File: src/rtl/if_stage.sv
// if_stage: instruction fetch with PC, IF/ID register and halt-drain FSM
module if_stage #(
   parameter int XLEN = 32,
   parameter logic [XLEN-1:0] RESET_PC = '0,
   parameter int HALT_WAIT = 2
) (
   input  logic            clk,
   input  logic            reset,
   output logic [XLEN-1:0] imem_addr,
   input  logic [XLEN-1:0] imem_rdata,
   input  logic            stall,
   input  logic            flush,
   input  logic            redirect,
   input  logic [XLEN-1:0] redirect_target,
   output logic [XLEN-1:0] pc,
   output logic [XLEN-1:0] ifid_pc,
   output logic [XLEN-1:0] ifid_pc_plus4,
   output logic [XLEN-1:0] ifid_instr,
   output logic [6:0]      ifid_opcode,
   output logic            ifid_valid,
   output logic            halted
);
   localparam int CW = $clog2(HALT_WAIT + 1);
   localparam logic [XLEN-1:0] NOP = XLEN'(32'h0000_0013);
   typedef enum logic [1:0] {RUN, DRAIN, STOP} state_t;
   state_t state_q, state_d;
   logic [CW-1:0] cnt_q, cnt_d;
   logic [XLEN-1:0] pc_q, pc_d, ifid_pc_q, ifid_pc_d, ifid_instr_q, ifid_instr_d, tgt;
   logic ifid_valid_q, ifid_valid_d, bubble, load;
   assign tgt = redirect_target & ~XLEN'(3);
   always_comb begin
      state_d = state_q;
      cnt_d = cnt_q;
      pc_d = pc_q;
      bubble = 1'b0;
      load = 1'b0;
      case (state_q)
         RUN: begin
            if (redirect) begin
               pc_d = tgt;
               bubble = 1'b1;
            end else if (stall) begin
               bubble = flush;
            end else begin
               pc_d = pc_q + XLEN'(4);
               bubble = flush;
               load = !flush;
               if (!flush && imem_rdata[6:0] == 7'h7F) begin
                  state_d = DRAIN;
                  cnt_d = CW'(HALT_WAIT);
               end
            end
         end
         DRAIN: begin
            if (redirect) begin
               state_d = RUN;
               pc_d = tgt;
               bubble = 1'b1;
               cnt_d = '0;
            end else if (!stall) begin
               bubble = 1'b1;
               cnt_d = cnt_q - CW'(1);
               state_d = cnt_q == CW'(1) ? STOP : DRAIN;
            end
         end
         default: bubble = !stall;
      endcase
      ifid_pc_d = bubble ? '0 : load ? pc_q : ifid_pc_q;
      ifid_instr_d = bubble ? NOP : load ? imem_rdata : ifid_instr_q;
      ifid_valid_d = bubble ? 1'b0 : load ? 1'b1 : ifid_valid_q;
   end
   always_ff @(posedge clk) begin
      if (reset) begin
         state_q <= RUN;
         cnt_q <= '0;
         pc_q <= RESET_PC;
         ifid_pc_q <= '0;
         ifid_instr_q <= NOP;
         ifid_valid_q <= 1'b0;
      end else begin
         state_q <= state_d;
         cnt_q <= cnt_d;
         pc_q <= pc_d;
         ifid_pc_q <= ifid_pc_d;
         ifid_instr_q <= ifid_instr_d;
         ifid_valid_q <= ifid_valid_d;
      end
   end
   assign pc = pc_q;
   assign imem_addr = pc_q;
   assign ifid_pc = ifid_pc_q;
   assign ifid_pc_plus4 = ifid_pc_q + XLEN'(4);
   assign ifid_instr = ifid_instr_q;
   assign ifid_opcode = ifid_instr_q[6:0];
   assign ifid_valid = ifid_valid_q;
   assign halted = state_q == STOP;
endmodule

File: config.mk
export PLATFORM = sky130hd
export DESIGN_NAME = if_stage
export DESIGN_NICKNAME = d
export VERILOG_FILES = /design/src/rtl/if_stage.sv
export SDC_FILE = /design/constraint.sdc
export NUM_CORES = 1
export LEC_CHECK = 0
export ABC_AREA = 1
export CAP_MARGIN = 20
export CORE_ASPECT_RATIO = 0.6
export CORE_MARGIN = 3
export CORE_UTILIZATION = 45
export CTS_BUF_LIST = sky130_fd_sc_hd__clkbuf_4
export DETAILED_ROUTE_END_ITERATION = 8
export GPL_ROUTABILITY_DRIVEN = 0
export PLACE_DENSITY = 0.83
export SYNTH_ARGS = -nofsm -noshare
export SYNTH_HDL_FRONTEND = slang
export SYNTH_SLANG_ARGS = --single-unit
File: constraint.sdc
create_clock -name clk -period 1.7 [get_ports clk]
set_input_delay 0.255 -clock clk [delete_from_list [all_inputs] [get_ports clk]]
set_output_delay 0.255 -clock clk [all_outputs]
set_load 0.03 [all_outputs]
==> flow_summary_export.csv, run 1 <==
group,metric,value,unit
outcome,status,"finished, violations left",
outcome,failed_checks,"negative setup slack",
synthesis,syn_inst,865,
layout,fin_cells,1310,
clock_network,clock_sinks,97,
pwr,clkPwrFrac,25.1,%
global_routing,antenna_found_initial,0,
worst_setup_path,critical_path.most_common_cell,"nor2_4",
die,die_area,0.0144,mm2
clock_network,clkLatencyLatePin,0.46,ns
clock_network,path_clk_slew,0.17,ns
global_routing,grt_max_degree,43,
clock_network,cts_root_buffer,"clkbuf_4",
sta,setup_viol,28,
detailed_routing,avgRoutedWirePerCell,18.4,um
sta,rsz0062_at_grt,"true",
synthesis,synthAdderAreaFrac,0.643,%
worst_setup_path,cp.required,1.44,ns
worst_setup_path,critical_path.startpoint,"ifid_pc[8]",
global_routing,grt_overflow,0,
pwr,seq_power_share,48.0,%
detailed_routing,drtIter0Drc,688,
min_path,hp-start,"imem_rdata[19]",
worst_setup_path,crit_path_end_kind,"output pin",
synthesis,synthArstFlopShare,0,%
worst_setup_path,critical_path.cell_chain,"nand2_4 -> nor2_4 -> nand2_4 -> nor2_4 -> nand2_2 -> nor2_4 -> buf_4 -> xor2_2 -> buf_6",
layout,diodes,0,
synthesis,yosysWarnings,0,
pwr,internal-power,3.34,mW
clock_network,clk_path_buf_depth,2,
sta,skew,0.0192,ns
die,die_y,94.2,um
die,ios,238,
synthesis,yosysSeqAreaShare,33.3,%
synthesis,muxShareOfSynthArea,0.171,%
detailed_routing,wl,24100,um
worst_setup_path,worst_setup_path_start_kind,"register",
pwr,powerDensity,550,mW/mm2
layout,final_util,76.3,%
job,cap_violations,0,
global_routing,grt_pass1_vias,6446,
synthesis,synth-xor-area-share,4.35,%
pwr,power_leakage,4.47,nW
synthesis,synth_cell_type_count,41,
place,io_buffers,227,
sta,setup_ws,-0.544,ns
sta,hold_violations,0,
detailed_routing,viasPerCell,5.42,
synthesis,synthTopCellsByArea,"dfxtp_1 (33%), nand2_1 (11%), nor2_1 (8.2%), o21ai_0 (7.3%), buf_4 (6.4%)",
sta,post-route-min-period,2.24,ns
die,rows,31,
synthesis,yosys.area_share.simple,32.7,%
worst_setup_path,cp_top_family,"simple AND/OR/NAND/NOR gates",
synthesis,syn-cell-area,0.00584,mm2
die,die_w,153,um
clock_network,h-tree-depth,3,
synthesis,synth_common_cells,"nand2_1 (171), nor2_1 (127), dfxtp_1 (97), o21ai_0 (85), inv_1 (64)",
synthesis,synth_top_area_cell,"dfxtp_1",
detailed_routing,drt-pass1-iter-count,7,
synthesis,synth-compound-area-share,14.7,%
place,place_hpwl,16000,um
worst_setup_path,crit_slowest_cell,"dfxtp_4",
detailed_routing,drc,0,
synthesis,synth_most_common_cell,"nand2_1",
detailed_routing,drtAntennaViolNets,0,
sta,setup_tns,-11.81,ns
die,start_util,47.2,%
sta,finalCritPeriodShare,132,%
layout,nets,1212,
clock_network,cts_tree,"done",
synthesis,synth_seq_cells,97,
worst_setup_path,cp_max_fo,4,
die,core-area,0.0124,mm2
layout,drive_above_1_share,32.2,%
worst_setup_path,critPathBufInv,2,
place,dpl_worst_slack,-0.145,ns
sta,slew_violations,0,
place,place_inst,1262,
worst_setup_path,cp.arrival,1.99,ns
synthesis,synth-main-ff-cell,"dfxtp_1",
global_routing,grt_usage,29.6,%
worst_setup_path,max_stage_delay,0.43,ns
layout,areaGrowthSynthToFinish,61.7,%
synthesis,synth_top_family_by_area,"simple AND/OR/NAND/NOR gates",
sta,fmax,446,MHz
clock_network,cts_buffers,9,
min_path,hp-class,"in2reg",
global_routing,grt_pass1_wl,34500,um
pwr,pwr-share-comb,26.8,%
worst_setup_path,critPathKind,"reg2out",
pwr,p_switching,1.85,mW
synthesis,synth_area_per_cell,6.75,um2
synthesis,synth_top_area_share,33.3,%
worst_setup_path,r2r-start,"imem_addr[10]",
synthesis,synth_edf_count,0,
pwr,ir_drop,0.347,mV
detailed_routing,vias,7102,
pwr,p_sw_share,35.6,%
-- layout make-up --
cell class | count | area [um2]
Tap cell | 165 | 206
Clock inverter | 7 | 77.6
Inverter | 76 | 297
Multi-Input combinational cell | 622 | 3700
Timing Repair Buffer | 334 | 3030
Fill cell | 918 | 2940
Sequential cell | 97 | 2060
Clock buffer | 9 | 67.6
-- per-layer routing --
layer / track usage [%] / part of all wire, % / vias up
met5: 0 / 0 / -
met4: 6.89 / 2.9 / 0
met3: 7.96 / 11 / 64
met2: 44.8 / 45 / 463
met1: 42.1 / 41 / 3288
li1: - / - / 3287
-- path summary, 6_finish.rpt --
kind	to	slack, ns	depth (start not counted)
worst max-delay path	ifid_pc_plus4[19]	-0.54	9
worst min-delay path	ifid_instr[19]	0.35	3
worst max register to register	imem_addr[15]	0.13	9
worst min register to register	cnt_q[1]	0.49	2
-- through the flow --
stage / power (mW) / hold WS [ns] / cell area (um2)
floorplan: 3.38 / 0.333 / 6120
global placement: 3.98 / 0.447 / 8680
detailed placement: 4.00 / 0.462 / 8680
CTS: 5.17 / 0.337 / 9140
global route: 5.41 / 0.342 / 9440
finish: 5.19 / 0.354 / 9440
-- cells by family (layout without fill, tap and decap cells) --
| family | count (synthesis) | count (layout) |
|---|---|---|
| xor+xnor | 29 | 29 |
| other cells | 1 | 8 |
| fa+ha+maj | 3 | 3 |
| buf+inv | 153 | 426 |
| mux | 1 | 1 |
| flops | 97 | 97 |
| simple gates | 422 | 422 |
| compound gates | 159 | 159 |
-- power groups by stage --
| stage | clock network [mW] | registers [mW] | logic, mW |
|---|---|---|---|
| 2_1_floorplan | 0 | 2.69 | 0.691 |
| 3_3_place_gp | 0 | 2.55 | 1.43 |
| 3_5_place_dp | 0 | 2.55 | 1.45 |
| 4_1_cts | 1.32 | 2.49 | 1.37 |
| 5_1_grt | 1.42 | 2.51 | 1.48 |
| 6_report | 1.31 | 2.49 | 1.39 |
-- layout by cell type, fill, tap and decap left out, types with 4 or more instances in the layout --
master,synthesis,final
nand2_1,171,150
nor2_1,127,112
buf_4,50,96
dlygate4sd2_1,0,90
o21ai_0,85,85
clkdlybuf4s50_1,0,66
inv_1,64,56
a21oi_1,53,53
dfxtp_1,97,51
nand3_1,43,38
buf_6,4,30
nor2_4,9,26
nand2_2,12,24
dfxtp_4,0,24
dfxtp_2,0,22
clkdlybuf4s15_1,0,19
nor2_2,17,15
inv_2,8,15
nand4_1,14,14
clkbuf_2,0,12
nand2_4,2,11
xor2_2,0,10
xor2_1,20,9
clkbuf_4,0,9
buf_12,0,9
conb_1,1,8
buf_2,20,7
nor3_1,12,6
inv_4,3,5
xnor2_2,0,5
o21ai_1,5,5
clkdlybuf4s15_2,0,5
nand3_2,2,4
nor3_4,0,4
xnor2_4,0,4
-- worst min-delay path, cell delays in order --
cell,delay (ns)
clkdlybuf4s50_1,0.40
nor2_1,0.10
nor2_1,0.05
-- sequential cells by signal, summed over array words and instances, names as in the netlist --
name,flops
state_q,2
ifid_instr,32
ifid_valid,1
imem_addr,30
cnt_q,2
ifid_pc,30
-- what timing repair did --
item | 4_1_cts | 5_1_grt
setup buffers | 23 | 13
gates resized for setup | 245 | 130
pin swaps | 31 | 30
setup endpoints to repair | 161 | 92
hold buffers | 0 | 0
Note: power is estimated with default switching activity, not from simulation.
==> run 2, diff against run 1 <==
- PLACE_DENSITY: 0.83 -> 0.89
- SKIP_CTS_REPAIR_TIMING: unset -> 1
==> flow_summary_export.csv, run 2 (same netlist as run 1, synthesis figures left out) <==
group,metric,value,unit
clock_network,clkLatencyLatePin,0.47,ns
detailed_routing,avgRoutedWirePerCell,18.2,um
layout,areaGrowthSynthToFinish,67.2,%
clock_network,cts_root_buffer,"clkbuf_4",
pwr,ir_drop,0.499,mV
worst_setup_path,critPathKind,"reg2out",
place,io_buffers,227,
die,die_area,0.0144,mm2
global_routing,grt_max_degree,41,
worst_setup_path,worst_setup_path_start_kind,"register",
min_path,holdPathEnd,"ifid_instr[25]",
global_routing,grt_overflow,0,
detailed_routing,drc,0,
clock_network,cts_buffers,9,
worst_setup_path,critPathBufInv,1,
die,die_w,153,um
sta,fmax,441,MHz
layout,design_area,0.00976,mm2
clock_network,clock_sinks,97,
min_path,hp-start,"imem_rdata[25]",
worst_setup_path,cp.depth,7,
sta,setup_viol,28,
worst_setup_path,cp.arrival,2.01,ns
pwr,internal-power,3.57,mW
global_routing,grt_usage,27.4,%
global_routing,grt_pass1_wl,31700,um
sta,skew,0.0244,ns
worst_setup_path,cp_top_family,"simple AND/OR/NAND/NOR gates",
sta,post-route-min-period,2.27,ns
sta,hold_violations,0,
min_path,hp-class,"in2reg",
pwr,p_switching,1.85,mW
clock_network,clk_path_buf_depth,2,
worst_setup_path,reg2reg_to,"imem_addr[19]",
layout,nets,1203,
pwr,clkPwrFrac,26.8,%
sta,setup_tns,-12.00,ns
layout,largest_register_ffs,32,
die,rows,31,
min_path,hold_depth,3,
clock_network,path_clk_slew,0.16,ns
layout,drive_above_1_share,28.2,%
detailed_routing,drtIter0Drc,787,
place,place_hpwl,16200,um
place,dpl_worst_slack,-0.202,ns
layout,final_cell_mix,"nand2_1 (157), dlymetal6s2s_1 (128), nor2_1 (115), buf_4 (91), o21ai_0 (85)",
layout,diodes,0,
pwr,p_sw_share,34.1,%
detailed_routing,drtAntennaViolNets,0,
clock_network,cts_tree,"done",
worst_setup_path,r2r-start,"imem_addr[6]",
worst_setup_path,crit_slowest_cell,"dfxtp_4",
sta,setup_ws,-0.567,ns
worst_setup_path,max_stage_delay,0.40,ns
global_routing,grt_pass1_vias,6059,
worst_setup_path,critical_path.startpoint,"ifid_pc[12]",
worst_setup_path,cp_max_fo,4,
sta,slew_violations,0,
pwr,powerDensity,555,mW/mm2
pwr,pwr-share-comb,27.2,%
outcome,status,"finished, violations left",
job,cap_violations,0,
die,start_util,47.2,%
global_routing,antenna_found_initial,1,
worst_setup_path,r2r_slack,0.09,ns
worst_setup_path,crit_path_end_kind,"output pin",
detailed_routing,viasPerCell,5.47,
worst_setup_path,r2r_cells,9,
detailed_routing,drt-pass1-iter-count,7,
worst_setup_path,cp.required,1.44,ns
place,place_area,0.00871,mm2
detailed_routing,vias,7115,
die,core-area,0.0124,mm2
pwr,seq_power_share,46.0,%
sta,finalCritPeriodShare,133,%
sta,hold_ws,0.352,ns
outcome,failed_checks,"negative setup slack",
layout,layout_commonest_cell,"nand2_1",
sta,rsz0062_at_grt,"true",
worst_setup_path,critical_path.most_common_cell,"nor3_2",
die,die_y,94.2,um
pwr,power_leakage,5.94,nW
worst_setup_path,critical_path.cell_chain,"nand2_1 -> nor3_2 -> nand2_2 -> nor3_2 -> nand3_1 -> xnor2_2 -> buf_4",
die,ios,238,
clock_network,h-tree-depth,3,
detailed_routing,wl,23700,um
## run 2: cell types whose count changed in the layout (fill, tap and decap cells not counted), sizes merged
cell / previous run / this run
dlymetal6s2s: 0 / 128
dlygate4sd2: 90 / 0
clkdlybuf4s15: 24 / 0
buf: 142 / 126
clkbuf: 21 / 14
bufinv: 1 / 2
clkinv: 3 / 2
## run 2: cell type report
cell class                      count  area [um2]
Fill cell                         778        2610
Inverter                           76         297
Clock buffer                        9        67.6
Multi-Input combinational cell    622        3610
Timing Repair Buffer              325        3440
Clock inverter                      7         100
Sequential cell                    97        2040
Tap cell                          165         206
## run 2: worst reg2reg max path: cells and delay by family (launching register included)
kind            cells  cell delay [ns]
flops               1             0.46
compound gates      1             0.22
simple gates        8             0.87
## run 2: stage by stage
step                util (%)  instances  total power, mW
finish                  78.9       1301             5.42
global route            78.9       1301             5.62
CTS                     71.7       1282             5.42
global placement        70.4       1266             3.98
floorplan                  -        872             3.38
detailed placement      70.4       1266             4.00
## run 2: power groups by stage
stage / clock, mW / combinational [mW] / sequential, mW
detailed placement: 0 / 1.46 / 2.55
floorplan: 0 / 0.691 / 2.69
global placement: 0 / 1.44 / 2.55
finish: 1.45 / 1.47 / 2.49
CTS: 1.46 / 1.46 / 2.50
global route: 1.55 / 1.56 / 2.51
## run 2: metal layers
layer / vias to the layer above / wire length, um / global-route usage (%)
met4: 2 / 704 / 5.86
met1: 3241 / 9690 / 38.8
met5: - / 13 / 0
li1: 3280 / - / -
met3: 76 / 2570 / 7.46
met2: 516 / 10700 / 41.8
## run 2: worst max path at each step
stage	endpoint	slack (ns)
3_3_place_gp	ifid_pc[25]	-0.10
5_1_grt	ifid_pc_plus4[26]	-0.65
2_1_floorplan	ifid_pc_plus4[22]	-0.11
6_report	ifid_pc_plus4[26]	-0.57
3_5_place_dp	state_q[0]	-0.20
4_1_cts	ifid_pc_plus4[22]	-0.59
==> run 3, diff against run 2 <==
- CORE_MARGIN: 3 -> unset
- GPL_ROUTABILITY_DRIVEN: 0 -> unset
- clock period: 1.7 -> 2.5 ns (I/O delays scaled with it)
==> flow_summary_export.csv, run 3 (same netlist as run 1, synthesis figures left out) <==
group,metric,value,unit
layout,fin_cells,1226,
min_path,hp-class,"reg2reg",
pwr,clkPwrFrac,23.0,%
clock_network,cts_root_buffer,"clkbuf_4",
min_path,hold_depth,2,
die,start_util,47.3,%
job,cap_violations,0,
layout,final_cell_mix,"clkdlybuf4s50_1 (201), nand2_1 (169), nor2_1 (124), o21ai_0 (85), dfxtp_1 (78)",
detailed_routing,drtAntennaViolNets,0,
layout,areaGrowthSynthToFinish,40.8,%
worst_setup_path,cp.arrival,2.04,ns
outcome,status,"finished clean",
sta,skew,0.0272,ns
layout,diodes,0,
worst_setup_path,cp_max_fo,6,
pwr,internal-power,2.19,mW
pwr,power_leakage,3.40,nW
pwr,p_sw_share,35.7,%
pwr,pwr-share-comb,26.6,%
global_routing,grt_usage,28.3,%
clock_network,clock_sinks,97,
global_routing,antenna_found_initial,0,
layout,num-fill-cells,1066,
sta,fmax,414,MHz
global_routing,grt_pass1_vias,5829,
layout,ff_latch_area,0.00198,mm2
worst_setup_path,r2r_cells,10,
worst_setup_path,crit_path_end_kind,"output pin",
clock_network,clk_path_buf_depth,2,
detailed_routing,drc,0,
detailed_routing,avgRoutedWirePerCell,15.9,um
global_routing,grt_max_degree,79,
sta,setup_viol,0,
die,ios,238,
die,rows,31,
sta,slew_violations,0,
place,place_hpwl,14800,um
layout,drive_above_1_share,14.2,%
clock_network,clkLatencyLatePin,0.46,ns
pwr,powerDensity,414,mW/mm2
place,dpl_worst_slack,0.0930,ns
place,place.gp.congestion,0.953,
layout,nets,1128,
detailed_routing,viasPerCell,5.21,
worst_setup_path,worst_setup_path_start_kind,"register",
layout,final_util,66.6,%
pwr,ir_drop,0.221,mV
layout,largest_register_ffs,32,
layout,multi_input_area,0.00319,mm2
sta,finalCritPeriodShare,96.5,%
die,die_area,0.0134,mm2
die,die_y,90.2,um
sta,hold_ws,0.474,ns
die,core-area,0.0123,mm2
worst_setup_path,cp.required,2.12,ns
sta,worst_pin_slew,0.504,ns
die,die_w,149,um
sta,setup_ws,0.0867,ns
sta,post-route-min-period,2.41,ns
place,place_inst,1208,
place,io_buffers,227,
detailed_routing,vias,6385,
sta,relSlewSlack,66.2,%
clock_network,cts_tree,"done",
detailed_routing,wl,19500,um
detailed_routing,drt-pass1-iter-count,5,
clock_network,cts_buffers,9,
pwr,total_power,3.41,mW
worst_setup_path,critPathKind,"reg2out",
sta,hold_violations,0,
global_routing,grt_pass1_wl,30100,um
pwr,seq_power_share,50.3,%
detailed_routing,drtIter0Drc,633,
global_routing,grt_overflow,0,
layout,layout_commonest_cell,"clkdlybuf4s50_1",
clock_network,h-tree-depth,3,
clock_network,path_clk_slew,0.17,ns
pwr,p_switching,1.22,mW
-- run 3: cell count changes in the layout (fill, tap and decap cells not counted), moves of 13 or more --
cell,delta
nor2_4,-13
dlymetal6s2s_1,-119
clkdlybuf4s50_1,+135
dfxtp_1,+21
buf_4,-62
buf_6,-26
dfxtp_4,-13
-- run 3: layout make-up --
cell class              count  area share (%)
clock buffers               9           0.822
well taps                 165            2.51
repair buffers            250            29.6
clock inverters             7           0.639
multi-input cells         622            38.8
inverters                  76            3.58
flip-flops and latches     97            24.1
-- run 3: metal layers --
metal  GRT usage, %  up-vias  share of wire (%)
met5              0        -                  0
met4           4.93        0               0.68
met3           8.17       12                 11
met2           43.8      332                 43
met1           39.1     2921                 45
li1               -     3120                  -
-- run 3: stage by stage --
step / setup TNS, ns / cell area (um2)
global placement: 0 / 7980
global route: -0.131 / 8220
floorplan: 0 / 5860
detailed placement: 0 / 7980
finish: 0 / 8220
CTS: -6.18 / 8100
-- run 3: power groups by stage --
stage | logic (mW) | clock network, mW | registers [mW]
2_1_floorplan | 0.467 | 0 | 1.83
3_3_place_gp | 0.891 | 0 | 1.75
3_5_place_dp | 0.904 | 0 | 1.75
4_1_cts | 0.907 | 0.801 | 1.72
5_1_grt | 0.968 | 0.863 | 1.72
6_report | 0.906 | 0.785 | 1.72
-- run 3: worst paths after layout --
path	endpoint	start	slack [ns]
max	ifid_pc_plus4[30]	ifid_pc[7]	0.09
min	cnt_q[1]	cnt_q[1]	0.47
max reg2reg	imem_addr[20]	imem_addr[2]	0.64
min reg2reg	cnt_q[1]	cnt_q[1]	0.47
-- run 3: critical path, cell delays in order, from the launching register on --
cell and delay, ns:
dfxtp_4 0.42, inv_1 0.07, nor3_1 0.32, and3_4 0.27
nand3_1 0.10, xnor2_1 0.20, buf_4 0.19
